$ cat config.mk
export PLATFORM = sky130hd
export DESIGN_NAME = age_issue_queue
export DESIGN_NICKNAME = d
export VERILOG_FILES = /design/src/rtl/age_issue_queue.sv
export SDC_FILE = /design/constraint.sdc
export NUM_CORES = 1
export LEC_CHECK = 0
export ABC_AREA = 1
export CAP_MARGIN = 40
export CELL_PAD_IN_SITES_DETAIL_PLACEMENT = 0
export CELL_PAD_IN_SITES_GLOBAL_PLACEMENT = 1
export CORE_UTILIZATION = 30
export CTS_CLUSTER_DIAMETER = 30
export DETAILED_ROUTE_END_ITERATION = 16
export GPL_ROUTABILITY_DRIVEN = 0
export PLACE_DENSITY_LB_ADDON = 0.15
export RECOVER_POWER = 25
export SYNTH_ARGS = -nofsm -noshare
export SYNTH_HDL_FRONTEND = slang
export SYNTH_SLANG_ARGS = --single-unit
$ cat constraint.sdc
create_clock -name clk_i -period 5.4 [get_ports clk_i]
set_input_delay 1.08 -clock clk_i [delete_from_list [all_inputs] [get_ports clk_i]]
set_output_delay 1.08 -clock clk_i [all_outputs]
set_load 0.03 [all_outputs]
$ cat src/rtl/age_issue_queue.sv
// Age-ordered issue queue: slot allocation, payload storage, oldest-first multi-port issue.
// Latency: an entry enqueued at edge N can be issued in cycle N+1; issue outputs are combinational from state.
// Backpressure: enq_ready_o[j] is high when more than j slots are free; deq ports pop independently on ready.
// Optional macro AGE_ISSUE_QUEUE_FLUSH_EN enables flush_i (ignored when undefined).
module age_issue_queue #(
    parameter int unsigned NumEntries = 8,
    parameter int unsigned NumEnq     = 2,
    parameter int unsigned NumDeq     = 2,
    parameter int unsigned DataWidth  = 32,
    localparam int unsigned IdxW      = $clog2(NumEntries),
    localparam int unsigned CntW      = $clog2(NumEntries + 1)
) (
    input  logic                                clk_i,
    input  logic                                rst_ni,
    input  logic [NumEnq-1:0]                   enq_valid_i,
    output logic [NumEnq-1:0]                   enq_ready_o,
    input  logic [NumEnq-1:0][DataWidth-1:0]    enq_data_i,
    input  logic [NumEntries-1:0]               entry_rdy_i,
    output logic [NumDeq-1:0]                   deq_valid_o,
    input  logic [NumDeq-1:0]                   deq_ready_i,
    output logic [NumDeq-1:0][DataWidth-1:0]    deq_data_o,
    output logic [NumDeq-1:0][IdxW-1:0]         deq_idx_o,
    input  logic                                flush_i,
    output logic [CntW-1:0]                     occupancy_o
);

    // age_q[r][c] = 1 means slot r is older than slot c
    logic [NumEntries-1:0]                  valid_q, valid_d;
    logic [NumEntries-1:0][NumEntries-1:0]  age_q, age_d;
    logic [DataWidth-1:0]                   data_q [NumEntries];

    logic                                   flush;
    logic [CntW-1:0]                        occ;
    logic [CntW-1:0]                        free_cnt;
    logic [NumEnq-1:0]                      enq_fire;
    logic [NumEnq-1:0][IdxW-1:0]            enq_slot;
    logic [NumEntries-1:0]                  free_rem;
    logic                                   found;
    logic [NumDeq-1:0]                      deq_fire;
    logic [NumEntries-1:0]                  cand;
    logic [IdxW:0]                          pick;

`ifdef AGE_ISSUE_QUEUE_FLUSH_EN
    assign flush = flush_i;
`else
    logic unused_flush;
    assign unused_flush = flush_i;
    assign flush        = 1'b0;
`endif

    // Oldest candidate: a candidate with no other candidate older than it.
    // Returns {found, index}.
    function automatic logic [IdxW:0] pick_oldest(
        input logic [NumEntries-1:0]                 c,
        input logic [NumEntries-1:0][NumEntries-1:0] age
    );
        logic [IdxW:0] res;
        logic          older;
        res = '0;
        for (int i = 0; i < NumEntries; i++) begin
            older = 1'b0;
            for (int j = 0; j < NumEntries; j++) begin
                if (j != i && c[j] && age[j][i]) older = 1'b1;
            end
            if (c[i] && !older) res = {1'b1, IdxW'(i)};
        end
        return res;
    endfunction

    // Occupancy is the population count of the valid vector.
    always_comb begin
        occ = '0;
        for (int i = 0; i < NumEntries; i++) occ = occ + CntW'(valid_q[i]);
        free_cnt = CntW'(NumEntries) - occ;
    end

    assign occupancy_o = occ;

    // Port j may enqueue when more than j slots are free at the start of the cycle.
    always_comb begin
        enq_ready_o = '0;
        for (int j = 0; j < NumEnq; j++) begin
            enq_ready_o[j] = !flush && (free_cnt > CntW'(j));
        end
    end

    assign enq_fire = enq_valid_i & enq_ready_o;

    // Firing ports take the lowest free slots in port order.
    always_comb begin
        free_rem = ~valid_q;
        enq_slot = '0;
        found    = 1'b0;
        for (int j = 0; j < NumEnq; j++) begin
            if (enq_fire[j]) begin
                found = 1'b0;
                for (int i = 0; i < NumEntries; i++) begin
                    if (free_rem[i] && !found) begin
                        enq_slot[j] = IdxW'(i);
                        found       = 1'b1;
                    end
                end
                free_rem[enq_slot[j]] = 1'b0;
            end
        end
    end

    // Issue: each port takes the oldest eligible entry not claimed by a lower port.
    always_comb begin
        cand        = valid_q & entry_rdy_i;
        if (flush) cand = '0;
        deq_valid_o = '0;
        deq_idx_o   = '0;
        deq_data_o  = '0;
        pick        = '0;
        for (int k = 0; k < NumDeq; k++) begin
            pick = pick_oldest(cand, age_q);
            if (pick[IdxW]) begin
                deq_valid_o[k]          = 1'b1;
                deq_idx_o[k]            = pick[IdxW-1:0];
                deq_data_o[k]           = data_q[pick[IdxW-1:0]];
                cand[pick[IdxW-1:0]]    = 1'b0;
            end
        end
    end

    assign deq_fire = deq_valid_o & deq_ready_i;

    // Next valid vector: pops clear, enqueues set, flush wipes everything.
    always_comb begin
        valid_d = valid_q;
        for (int k = 0; k < NumDeq; k++) begin
            if (deq_fire[k]) valid_d[deq_idx_o[k]] = 1'b0;
        end
        for (int j = 0; j < NumEnq; j++) begin
            if (enq_fire[j]) valid_d[enq_slot[j]] = 1'b1;
        end
        if (flush) valid_d = '0;
    end

    // Next age matrix: every existing slot becomes older than a new one (column set),
    // then the new row marks only same-cycle higher-port slots as younger; row wins.
    always_comb begin
        age_d = age_q;
        for (int j = 0; j < NumEnq; j++) begin
            if (enq_fire[j]) begin
                for (int r = 0; r < NumEntries; r++) age_d[r][enq_slot[j]] = 1'b1;
            end
        end
        for (int j = 0; j < NumEnq; j++) begin
            if (enq_fire[j]) begin
                age_d[enq_slot[j]] = '0;
                for (int h = j + 1; h < NumEnq; h++) begin
                    if (enq_fire[h]) age_d[enq_slot[j]][enq_slot[h]] = 1'b1;
                end
            end
        end
    end

    // Valid and age state registers.
    always_ff @(posedge clk_i or negedge rst_ni) begin
        if (!rst_ni) begin
            valid_q <= '0;
            age_q   <= '0;
        end else begin
            valid_q <= valid_d;
            age_q   <= age_d;
        end
    end

    // Payload storage; contents are meaningless while the slot is invalid, so no reset.
    always_ff @(posedge clk_i) begin
        for (int j = 0; j < NumEnq; j++) begin
            if (enq_fire[j]) data_q[enq_slot[j]] <= enq_data_i[j];
        end
    end

endmodule

==> results.txt <==
status - finished, violations left
failing checks - max-capacitance violations, max-slew violations
clk buf depth - 3
Remaining DRCs - 0
Hold Vio Cnt, Final - 0
Vias per Instance - 5.17
Max-cap violations - 2
Multi-input gate area - 9580 um^2
Synth top area share - 37.9%
HPWL Detailed - 54300 um
first-pass GRT wire length - 125000 um
root buf cell - clkbuf_16
fillers - 6576
Area Overhead vs Synth - 48.4%
I/O pins - 157
Area contributors post-synth - edfxtp_1 38%, nand2_1 12%, dfrtp_1 7.9%
post-synthesis mux area share - 0%
Yosys warning count - 0
initial drt markers - 1751
xor/xnor share of the synthesized area - 0.0431%
post-route cell area - 30100 um^2
adder-cell share of the synthesized area - 0.702%
largest family of logic cells by synthesized area - simple AND/OR/NAND/NOR gates
Placed Area - 25000 um^2
core footprint - 67000 um^2
Clock Latency Late Sink - 0.64 ns
syn_nets - 2812
Antenna Nets Post-Route - 0
CTS tree - built
Die Area - 68700 um^2
remaining global-route overflow - 0
Worst-Margin Slew - 2.32 ns
Min Clock Period, post-route - 5.39 ns
port bufs - 155
synth unique cells - 47
Yosys reg bits - 320
Worst Path Arrival - 4.31 ns
Slew Limit Fails - 67
Initial Util - 30.3%
Nets - 3184
Fmax - 185 MHz
pin count of the biggest net entering global routing - 67
Routed WL - 92000 um
worst hold path cell count - 2
Pre-antenna DRT Iters - 7
relative slew slack - -54.5%
flip-flop and latch area - 9290 um^2
die outline height - 262 um
initial antenna violation count - 1
Final Skew - 0.0233 ns
Total Routing Usage GR - 24.9%
largest area contributor in the netlist - edfxtp_1
RSZ-0062 raised after global routing - true
register area share after synthesis - 45.7%
syn avg cell area - 7.46 um^2
Routed wire per std cell - 22.7 um
commonest register cell after synthesis - edfxtp_1
Max H-tree Level - 3
number of antenna diodes - 0
element type at the critical path end - primary output
Critical Path Fanout Max - 11
critical path class - in2out
layout cell share with drive strength beyond 1 - 23.4%
worst reg2reg path depth - 27
complex-gate fraction of the synthesized area - 15.9%
CTS clk-pin slew, worst paths - 0.04 ns
DIE WIDTH - 262 um
hold crit path type - reg2reg
period utilization - 99.9%
area of the mapped netlist - 20300 um^2
EDFF count, synth - 256
DR vias - 20900
CP Launch Type - input pin
CTS Buf Count - 99
Rows - 95
CTS sink cnt - 320
Synth async-reset ratio - 20.0%
Synth Area in Simple Gates - 26.1%
vias in the first global route - 19700
WP data required - 4.32 ns
Synth Instances - 2724
final setup vio count - 0
[cell usage in the layout, fill, tap and decap left out, drive strengths merged, types with 46 or more instances in the layout]
master and n:
dfrtp 64, a21oi 142, nor2 199, inv 362
nand2 696, clkinv 46, o21ai 411, clkdlybuf4s50 71
buf 363, clkbuf 148, edfxtp 256, nand3 238
[metal layers]
metal | part of all wire (%) | vias up | GRT usage (%)
met1 | 43 | 10100 | 32.7
met4 | 3.2 | 2 | 8.37
li1 | - | 9846 | -
met2 | 47 | 855 | 41.1
met3 | 6.7 | 180 | 4.67
met5 | 0.013 | - | 0
[per-stage QoR]
stage               std cells  setup slack [ns]  setup TNS, ns  hold slack [ns]  util [%]
global route             4050           -0.0762          -3.99            0.558      45.0
finish                   4050           0.00686              0            0.524      45.0
floorplan                2724           0.00886              0            0.470         -
global placement         3792            -0.692         -21.29            0.497      37.3
detailed placement       3793            -0.719         -22.97            0.511      37.4
CTS                      3997           0.00134              0            0.451      43.0
[final cells by class]
type	count	area share (%)
Multi-Input combinational cell	1847	31.8
Sequential cell	320	30.8
Timing Repair Buffer	463	18.4
Inverter	365	4.66
Clock buffer	130	9.11
Tap cell	873	3.62
Clock inverter	52	1.61
[worst paths after layout]
check	slack, ns	endpoint	startpoint
worst max-delay path	0.007	deq_data_o[53]	entry_rdy_i[1]
worst min-delay path	0.52	age_q[61]	age_q[61]
worst max register to register	0.20	data_q[6][17]	valid_q[0]
worst min register to register	0.52	age_q[61]	age_q[61]
max in group asynchronous	1.60	age_q[35]	rst_ni
min in group asynchronous	0.93	age_q[6]	rst_ni
[critical path, stage by stage]
cell and delay (ns):
buf_6 0.10, nand2_4 0.08, inv_4 0.04, buf_12 0.12, nand2_1 0.05, nand2_1 0.07
nor2_2 0.15, nand2_4 0.10, nand2_2 0.08, inv_2 0.05, nand2_4 0.13, nand2_8 0.10
buf_6 0.14, nand2_4 0.10, nand2_8 0.09, buf_4 0.14, a221oi_1 0.32, nand3_1 0.13
nor3b_2 0.19, buf_4 0.13, nand2_2 0.09, buf_4 0.28, buf_4 0.18, nand2_1 0.07
nor2_2 0.12, buf_4 0.17
[flip-flops by register name, indices dropped and copies added (netlist names)]
name	count
age_q	56
valid_q	8
data_q	256
[cell usage after synthesis (5+ instances only)]
master      n
ha_1        5
nor3_1      5
inv_2      29
o22ai_1    40
clkbuf_1   76
nand2_1   664
nand3_1   235
buf_2      78
o21ai_0   251
buf_1      12
a31oi_1     8
inv_1     334
buf_6       7
nor2_2      5
o21ai_1   159
dfrtp_1    64
nor4_1     33
o211ai_1    6
a21oi_1   140
edfxtp_1  256
nand2_2    28
buf_4      21
nand3b_1   33
nor2_1    189
[repair_timing]
action | CTS | global route
hold buffers | 0 | 0
gates cloned | 5 | 17
gates resized for setup | 101 | 175
pin swaps | 33 | 71
setup endpoints to repair | 76 | 583
buffers inserted | 18 | 36
[cells by family (layout without fill, tap and decap cells)]
| family | Yosys count | after routing |
|---|---|---|
| flops | 320 | 320 |
| simple gates | 1216 | 1218 |
| fa+ha+maj | 9 | 9 |
| buf+inv | 559 | 1010 |
| compound gates | 619 | 619 |
| xor+xnor | 1 | 1 |
Power is left out: the tool's default activity adds up to more than one toggle a clock period on the data nets, which glitch-free logic cannot reach.
